File: config.mk
export PLATFORM = sky130hd
export DESIGN_NAME = counter_load_arbiter_flat
export DESIGN_NICKNAME = d
export VERILOG_FILES = /design/src/rtl/counter_load_arbiter_if.sv /design/src/rtl/counter_load_arbiter.sv /design/src/flat_wrapper.sv
export SDC_FILE = /design/constraint.sdc
export NUM_CORES = 1
export LEC_CHECK = 0
export CAP_MARGIN = 20
export CORE_MARGIN = 2
export CORE_UTILIZATION = 45
export CTS_CLUSTER_SIZE = 12
export DETAILED_ROUTE_END_ITERATION = 8
export PLACE_DENSITY = 0.77
export SKIP_CTS_REPAIR_TIMING = 1
export SLEW_MARGIN = 20
export SYNTH_ARGS = -nofsm -noshare
export SYNTH_HDL_FRONTEND = slang
export SYNTH_SLANG_ARGS = --single-unit
File: constraint.sdc
create_clock -name clk -period 6.7 [get_ports clk]
set_input_delay 0.67 -clock clk [delete_from_list [all_inputs] [get_ports clk]]
set_output_delay 0.67 -clock clk [all_outputs]
set_load 0.02 [all_outputs]
File: src/rtl/counter_load_arbiter_if.sv
// Load-port bundle between the requesters and the counter: requests and data in,
// load strobe, data bus and acknowledges out.
interface counter_load_arbiter_if #(
  parameter int unsigned NUM_REQ = 4,
  parameter int unsigned DATA_W  = 8
);
  logic [NUM_REQ-1:0]        req;
  logic [NUM_REQ*DATA_W-1:0] req_data;
  logic                      hold;
  logic [NUM_REQ-1:0]        ack;
  logic                      load_n;
  logic [DATA_W-1:0]         load_data;
  logic                      bus_oe;
  logic                      busy;

  // master is the arbiter driving the counter; slave is the requester/counter side
  modport master (
    input  req, req_data, hold,
    output ack, load_n, load_data, bus_oe, busy
  );

  modport slave (
    output req, req_data, hold,
    input  ack, load_n, load_data, bus_oe, busy
  );
endinterface

File: src/rtl/counter_load_arbiter.sv
// Round-robin arbiter sharing the counter load port: each grant emits a one-cycle setup,
// a load_n low pulse and a recovery gap while driving the winner's value on the data bus.
module counter_load_arbiter #(
  parameter int unsigned NUM_REQ         = 4,
  parameter int unsigned DATA_W          = 8,
  parameter int unsigned LOAD_LOW_CYCLES = 1,
  parameter int unsigned GAP_CYCLES      = 1
) (
  input logic                    clk,
  input logic                    rst,
  counter_load_arbiter_if.master bus
);

  localparam int unsigned IdxW   = (NUM_REQ > 1) ? $clog2(NUM_REQ) : 1;
  localparam int unsigned MaxCyc = (LOAD_LOW_CYCLES > GAP_CYCLES) ? LOAD_LOW_CYCLES
                                                                   : GAP_CYCLES;
  localparam int unsigned CntW   = (MaxCyc > 1) ? $clog2(MaxCyc) : 1;

  localparam logic [CntW-1:0] LoadLast = CntW'(LOAD_LOW_CYCLES - 1);
  localparam logic [CntW-1:0] GapLast  = CntW'(GAP_CYCLES - 1);
  localparam logic [IdxW-1:0] IdxMax   = IdxW'(NUM_REQ - 1);

  typedef enum logic [1:0] {StIdle, StSetup, StLoad, StRecover} state_e;

  state_e              state_q;
  logic [CntW-1:0]     cnt_q;
  logic [IdxW-1:0]     win_q;
  logic [IdxW-1:0]     ptr_q;
  logic                load_n_q;
  logic                bus_oe_q;
  logic [DATA_W-1:0]   data_q;
  logic [NUM_REQ-1:0]  ack_q;

  logic [IdxW-1:0]     pick;
  logic [IdxW-1:0]     cand;
  logic                found;
  logic                start;
  logic [DATA_W-1:0]   req_vals [NUM_REQ];

  for (genvar i = 0; i < NUM_REQ; i++) begin : g_vals
    assign req_vals[i] = bus.req_data[i*DATA_W +: DATA_W];
  end

  // First set request scanning upward from the pointer, wrapping at NUM_REQ.
  always_comb begin
    pick  = ptr_q;
    cand  = ptr_q;
    found = 1'b0;
    for (int unsigned k = 0; k < NUM_REQ; k++) begin
      if (!found && bus.req[cand]) begin
        found = 1'b1;
        pick  = cand;
      end
      cand = (cand == IdxMax) ? '0 : cand + 1'b1;
    end
  end

  // Arbitration also happens on the last recovery cycle so back-to-back loads
  // see only RECOVER plus SETUP as high time between pulses.
  assign start = found && !bus.hold &&
                 ((state_q == StIdle) || ((state_q == StRecover) && (cnt_q == GapLast)));

  always_ff @(posedge clk or posedge rst) begin
    if (rst) begin
      state_q  <= StIdle;
      cnt_q    <= '0;
      win_q    <= '0;
      ptr_q    <= '0;
      load_n_q <= 1'b1;
      bus_oe_q <= 1'b0;
      data_q   <= '0;
      ack_q    <= '0;
    end else begin
      ack_q <= '0;
      if (start) begin
        state_q  <= StSetup;
        win_q    <= pick;
        data_q   <= req_vals[pick];
        bus_oe_q <= 1'b1;
        cnt_q    <= '0;
      end else begin
        unique case (state_q)
          StIdle: ;
          StSetup: begin
            state_q  <= StLoad;
            load_n_q <= 1'b0;
            cnt_q    <= '0;
          end
          StLoad: begin
            if (cnt_q == LoadLast) begin
              state_q      <= StRecover;
              load_n_q     <= 1'b1;
              bus_oe_q     <= 1'b0;
              ack_q[win_q] <= 1'b1;
              ptr_q        <= (win_q == IdxMax) ? '0 : win_q + 1'b1;
              cnt_q        <= '0;
            end else begin
              cnt_q <= cnt_q + 1'b1;
            end
          end
          StRecover: begin
            if (cnt_q == GapLast) begin
              state_q <= StIdle;
            end else begin
              cnt_q <= cnt_q + 1'b1;
            end
          end
          default: state_q <= StIdle;
        endcase
      end
    end
  end

  assign bus.ack       = ack_q;
  assign bus.load_n    = load_n_q;
  assign bus.load_data = data_q;
  assign bus.bus_oe    = bus_oe_q;
  assign bus.busy      = (state_q != StIdle);

endmodule

File: src/flat_wrapper.sv
// flat-port wrapper written by rule: the top's interface ports become plain ports
module counter_load_arbiter_flat 
#(
  parameter int unsigned NUM_REQ         = 4,
  parameter int unsigned DATA_W          = 8,
  parameter int unsigned LOAD_LOW_CYCLES = 1,
  parameter int unsigned GAP_CYCLES      = 1
)
  (clk, rst, bus_req, bus_req_data, bus_hold, bus_ack, bus_load_n, bus_load_data, bus_bus_oe, bus_busy);
  counter_load_arbiter_if #(.NUM_REQ(NUM_REQ), .DATA_W(DATA_W)) bus_i ();
  input logic clk;
  input logic rst;
  input wire logic [$bits(bus_i.req)-1:0] bus_req;
  input wire logic [$bits(bus_i.req_data)-1:0] bus_req_data;
  input wire logic [$bits(bus_i.hold)-1:0] bus_hold;
  output wire logic [$bits(bus_i.ack)-1:0] bus_ack;
  output wire logic [$bits(bus_i.load_n)-1:0] bus_load_n;
  output wire logic [$bits(bus_i.load_data)-1:0] bus_load_data;
  output wire logic [$bits(bus_i.bus_oe)-1:0] bus_bus_oe;
  output wire logic [$bits(bus_i.busy)-1:0] bus_busy;
  assign bus_i.req = bus_req;
  assign bus_i.req_data = bus_req_data;
  assign bus_i.hold = bus_hold;
  assign bus_ack = bus_i.ack;
  assign bus_load_n = bus_i.load_n;
  assign bus_load_data = bus_i.load_data;
  assign bus_bus_oe = bus_i.bus_oe;
  assign bus_busy = bus_i.busy;
  counter_load_arbiter #(.NUM_REQ(NUM_REQ), .DATA_W(DATA_W), .LOAD_LOW_CYCLES(LOAD_LOW_CYCLES), .GAP_CYCLES(GAP_CYCLES)) u_core (.clk(clk), .rst(rst), .bus(bus_i));
endmodule
==> results.yml, run 1 <==
floorplan:
  ios: 54
  chipWidth_um: 66.81
  core_area_um2: 3716
  std_cell_rows: 22
  dieHeight_um: 66.81
  die_area_um2: 4464
  initial_utilization_pct: 47.78
clocking:
  clkTransAtPathRegs_ns: 0.07
  cts_tree: "built"
  clock-sinks: 20
  cts_root_buffer: "clkbuf_8"
  cts_made_buffers: 3
  clockBufferDepth: 2
  clkLatencyLatePin_ns: 0.25
  htree_levels: 1
logic_synthesis:
  syn_area_um2: 1775
  ys_seq_area_share_pct: 28.26
  synth_area_leader_cell: "dfrtp_1"
  synthAdderAreaFrac_pct: 6.342
  synth-compound-area-share_pct: 25.44
  syn_area_per_cell_um2: 9.974
  syn_inst: 178
  synth_area_leaders: "dfrtp_1 27%, mux2i_1 6.8%, ha_1 6.3%"
  synth-seq-cells: 20
  synth_top_family_by_area: "compound AO/OA/AOI/OAI gates"
  synthTopCellsByCount: "19 x dfrtp_1, 12 x mux2i_1, 10 x nand2_1, 9 x ha_1"
  yosys.area_share.simple_pct: 19.73
  muxShareOfSynthArea_pct: 11.21
  synth.most_common_cell: "dfrtp_1"
  synth-edff-count: 0
  async_flop_share_pct: 100.0
  synth_xor_area_share_pct: 0.4933
  synth_fp_nets: 226
  synth.distinct_cells: 54
  yosys_most_used_dff: "dfrtp_1"
  synth_warnings: 0
  synth_top_area_share_pct: 26.78
worst_hold_path:
  hp-class: "flop to flop"
  hold_path_depth: 2
  holdCritStartpoint: "u_core.bus.load_data[2]$_DFFE_PP0N_"
  hold_end: "u_core.bus.load_data[2]$_DFFE_PP0N_"
detailed_routing:
  postRouteAntennaNets: 0
  drtIter0Drc: 67
  routedWlPerCell_um: 14.34
  drt-total-wl_um: 3830
  dr.pass1.iters: 4
  drc: 0
  avgViaCountPerCell: 5.768
  vias: 1540
sta:
  report.final.slew_viol_count: 0
  clock_skew_ns: 0.001352
  fin_crit_ns: 3.663
  worst_pin_slew_ns: 0.8474
  tns_ns: 0
  period_share_pct: 54.67
  rsz0062_at_grt: "false"
  slew_headroom_pct: 43.51
  setup_violations: 0
  final_hold_viol_count: 0
  clock.fmax_mhz: 273.0
finish:
  drive_gt1_share_pct: 13.24
  area_delta_synth_final_pct: 30.44
  seq_area_um2: 501.7
  antenna_cells: 0
  nets: 268
  fill_cells: 304
  multi_input_area_um2: 1122
job:
  cap_violations: 0
grt:
  antenna_found_initial: 0
  overflow: 0
  grt_first_pass_wirelength_um: 6141
  grt_max_degree: 28
  grt_pass1_vias: 1381
  track_usage_pct: 17.61
critical_path:
  critPathMaxFanout: 27
  end_kind: "flop"
  crit_path_top_delay_cell: "dfrtp_1"
  rrSetupSlack_ns: 3.04
  r2r_start: "u_core.ptr_q[0]$_DFFE_PP0P_"
  crit_required_ns: 6.82
  critical_path_class: "flop to flop"
  startpoint_type: "flop"
  reg2reg_depth: 8
  cp.arrival_ns: 3.78
  path_cells: "ha_1 > mux2_2 > mux2i_1 > and2b_1 > a211o_1 > inv_1 > o21ai_1 > o211ai_1"
  worst-path-stages: 8
  r2r-end: "u_core.bus.load_data[3]$_DFFE_PP0N_"
  critPathTopFamily: "compound AO/OA/AOI/OAI gates"
  cp_slowest_stage_delay_ns: 0.90
  critPathBufInv: 1
placement:
  dp_hpwl_um: 2961
  finalWeightedCongestion: 0.8866
  portBuffers: 53
outcome:
  status: "finished clean"
pwr:
  power.total_mw: 1.126
  leakagePower_nw: 0.9714
  peakVddDrop_v: 0.0002068
  p_per_area_nw_per_um2: 486.3
[final cells by class]
class	instances	area share (%)
inverters	8	1.297
well taps	48	2.593
flip-flops and latches	20	21.66
repair buffers	53	22.91
clock inverters	1	1.297
clock buffers	3	1.783
multi-input cells	134	48.46
[sequential cells by signal, indices dropped and copies added, names as in the netlist]
name                  cells
u_core.bus.ack            4
u_core.bus.bus_oe         1
u_core.bus.load_data      8
u_core.bus.load_n         1
u_core.ptr_q              2
u_core.state_q            2
u_core.win_q              2
[kinds of logic (layout without fill, tap and decap cells)]
| family | after synthesis | count (layout) |
|---|---|---|
| fa+ha+maj | 9 | 9 |
| flops | 20 | 20 |
| compound gates | 52 | 52 |
| mux | 18 | 18 |
| buf+inv | 24 | 65 |
| simple gates | 54 | 54 |
| xor+xnor | 1 | 1 |
[how the worst max path moves through the flow]
stage	from	end	slack, ns
floorplan	bus_req[3]	u_core.bus.load_data[0]$_DFFE_PP0N_	4.22
global placement	u_core.ptr_q[0]$_DFFE_PP0P_	u_core.bus.load_data[5]$_DFFE_PP0N_	3.12
detailed placement	u_core.ptr_q[0]$_DFFE_PP0P_	u_core.bus.load_data[3]$_DFFE_PP0N_	3.04
CTS	u_core.ptr_q[0]$_DFFE_PP0P_	u_core.bus.load_data[3]$_DFFE_PP0N_	3.04
global route	u_core.ptr_q[0]$_DFFE_PP0P_	u_core.bus.load_data[1]$_DFFE_PP0N_	2.68
finish	u_core.ptr_q[0]$_DFFE_PP0P_	u_core.bus.load_data[3]$_DFFE_PP0N_	3.04
[cells in the final DEF (no fill, tap or decap), drive strengths merged, types with 2 or more instances in the layout]
cell,n
o21a,3
clkdlybuf4s50,53
nand2,10
mux2i,12
or3b,2
mux2,5
and2,2
ha,9
and3,6
inv,8
a21oi,6
nand3,2
a211o,2
a211oi,4
nand2b,2
nand4,8
nor2,6
o211ai,8
nand3b,2
o31ai,8
dfrtp,19
o21ai,3
nor3,6
a21bo,8
nor4b,3
clkbuf,3
[worst reg2reg max path: stages, from the launching register on]
cell and delay, ns:
dfrtp_1 0.90, ha_1 0.66, mux2_2 0.44, mux2i_1 0.25, and2b_1 0.17, a211o_1 0.49, inv_1 0.11, o21ai_1 0.34
o211ai_1 0.17
[metrics by stage]
step                      cell area [µm²]  utilization [%]  setup slack, ns  std cells  hold WS [ns]
after floorplan                      1775                -            4.222        178        0.5165
after global placement               2245            60.40            3.119        263        0.4780
after detailed placement             2245            60.40            3.044        263        0.4866
after CTS                            2316            62.32            3.040        267        0.5038
after global routing                 2316            62.32            2.683        267        0.5200
final                                2316            62.32            3.037        267        0.5004
[metal layers]
metal | up-vias | track usage (%) | routed length [µm]
met5 | - | 0 | 0
met4 | 0 | 3.061 | 21
met3 | 2 | 2.196 | 171
met2 | 53 | 30.63 | 1868
met1 | 729 | 23.56 | 1768
li1 | 756 | - | -
[power by group]
part / leakage (nW) / switching (mW) / internal (mW)
combinational: 0.688 / 0.410 / 0.361
sequential: 0.248 / 0.0612 / 0.175
clock: 0.0357 / 0.0391 / 0.0796
total: 0.971 / 0.511 / 0.616
Power figures use the tool's default switching activity.
==> inputs of run 2 (changes only) <==
- clock period: 6.7 -> 3.45 ns (I/O delays scaled with it)
==> run 2 against run 1 <==
Worst hold slack better by 0.0019 ns. Die area stayed put. Clock skew is 0.0056 ns higher. Flip-flop and latch count stayed put. Non-clock buffer count is 3 higher. Combinational power is 110% higher. Routed wire length is 6.0% higher. Critical path depth stayed put. Setup slack worse by 2.7 ns. First-iteration DRC count is 43% higher. Largest power group unchanged. Highest routed layer unchanged. Utilization is 0.61 points higher.
==> results.yml, run 2 (synthesized netlist as in run 1, its figures left out) <==
outcome:
  status: "finished clean"
finish:
  final_cell_mix: "53 x clkdlybuf4s50_1, 19 x dfrtp_1, 12 x mux2i_1"
  fill_cells: 327
  nets: 271
  largest_register_ffs: 8
  antenna_cells: 0
  drive_gt1_share_pct: 14.41
  seq_area_um2: 501.7
  multi_input_area_um2: 1122
  area_delta_synth_final_pct: 31.71
  final_common_cell: "clkdlybuf4s50_1"
detailed_routing:
  routedWlPerCell_um: 15.03
  postRouteAntennaNets: 0
  drc: 0
  avgViaCountPerCell: 5.585
  drtIter0Drc: 96
  dr.pass1.iters: 4
  drt-total-wl_um: 4059
  vias: 1508
grt:
  grt_max_degree: 27
  track_usage_pct: 19.59
  grt_pass1_vias: 1456
  overflow: 0
  antenna_found_initial: 0
  grt_first_pass_wirelength_um: 6644
pwr:
  leakagePower_nw: 0.9858
  peakVddDrop_v: 0.0003697
  p_per_area_nw_per_um2: 954.3
floorplan:
  core_area_um2: 3716
  ios: 54
  dieHeight_um: 66.81
  chipWidth_um: 66.81
  initial_utilization_pct: 47.78
  die_area_um2: 4464
  std_cell_rows: 22
critical_path:
  cp_slowest_stage_delay_ns: 0.70
  end_kind: "flop"
  cp.arrival_ns: 3.24
  critPathBufInv: 0
  critPathTopFamily: "multiplexers"
  crit_required_ns: 3.58
  critical_path_class: "flop to flop"
  crit_top_cell: "mux2i_1"
  critPathMaxFanout: 19
  crit_path_top_delay_cell: "ha_1"
  startpoint_type: "flop"
  path_cells: "ha_1 > mux2_2 > mux2i_1 > and2_4 > a211o_1 > nand3_2 > mux2i_1 > o211ai_1"
sta:
  period_share_pct: 90.15
  final_hold_viol_count: 0
  slew_headroom_pct: 50.04
  tns_ns: 0
  rsz0062_at_grt: "false"
  setup_violations: 0
  fin_crit_ns: 3.110
  report.final.slew_viol_count: 0
  worst_pin_slew_ns: 0.7485
  clock.fmax_mhz: 321.5
  clock_skew_ns: 0.006947
  fin_ws_ns: 0.3400
clocking:
  cts_root_buffer: "clkbuf_8"
  clkLatencyLatePin_ns: 0.26
  clockBufferDepth: 2
  cts_made_buffers: 3
  cts_tree: "built"
  clock-sinks: 20
  clkTransAtPathRegs_ns: 0.08
  htree_levels: 1
worst_hold_path:
  hp-class: "flop to flop"
placement:
  place_ws_ns: 0.3837
  portBuffers: 53
  finalWeightedCongestion: 0.8464
  dp_hpwl_um: 3111
job:
  cap_violations: 0
==> run 2: power breakdown <==
group          internal [mW]  switching [mW]
clock                  0.155          0.0784
sequential             0.341          0.0632
combinational          0.726           0.868
==> run 2: worst paths after layout <==
kind                       depth (start not counted)                                 from                                  end  slack, ns
hold / removal                                     2  u_core.bus.load_data[2]$_DFFE_PP0N_  u_core.bus.load_data[2]$_DFFE_PP0N_       0.50
setup / recovery                                   8          u_core.ptr_q[0]$_DFFE_PP0P_  u_core.bus.load_data[0]$_DFFE_PP0N_       0.34
hold reg to reg                                    2  u_core.bus.load_data[2]$_DFFE_PP0N_  u_core.bus.load_data[2]$_DFFE_PP0N_       0.50
max in group asynchronous                          2                                  rst          u_core.ptr_q[1]$_DFFE_PP0P_       2.45
min in group asynchronous                          2                                  rst        u_core.bus.bus_oe$_DFFE_PP0P_       0.52
setup reg to reg                                   8          u_core.ptr_q[0]$_DFFE_PP0P_  u_core.bus.load_data[0]$_DFFE_PP0N_       0.34
==> run 2: final cells by class <==
cell class / instances / share of cell area [%]
inverters: 8 / 1.284
flip-flops and latches: 20 / 21.46
clock inverters: 1 / 1.284
multi-input cells: 134 / 47.99
well taps: 48 / 2.568
repair buffers: 56 / 23.65
clock buffers: 3 / 1.766
==> run 2: stage by stage <==
stage	std cells	utilization (%)	cell area, µm²	power (mW)	hold slack, ns
2_1_floorplan	178	-	1775	1.685	0.3081
6_report	270	62.93	2338	2.232	0.5023
4_1_cts	270	62.93	2338	2.240	0.5039
5_1_grt	270	62.93	2338	2.409	0.5323
3_3_place_gp	266	61.01	2267	1.959	0.4816
3_5_place_dp	266	61.01	2267	1.998	0.4874
==> run 2: worst min-delay path, cell delays in order (launching register included) <==
cell and delay [ns]:
dfrtp_1 0.35, nand2_1 0.05, o211ai_1 0.07
==> run 2: routing by layer <==
layer  track usage, %  vias up  routed length (µm)
met5                0        -                   0
met4            6.122        0                  56
met3            2.027        5                 124
met2            34.38       36                1998
met1            25.08      707                1880
li1                 -      760                   -
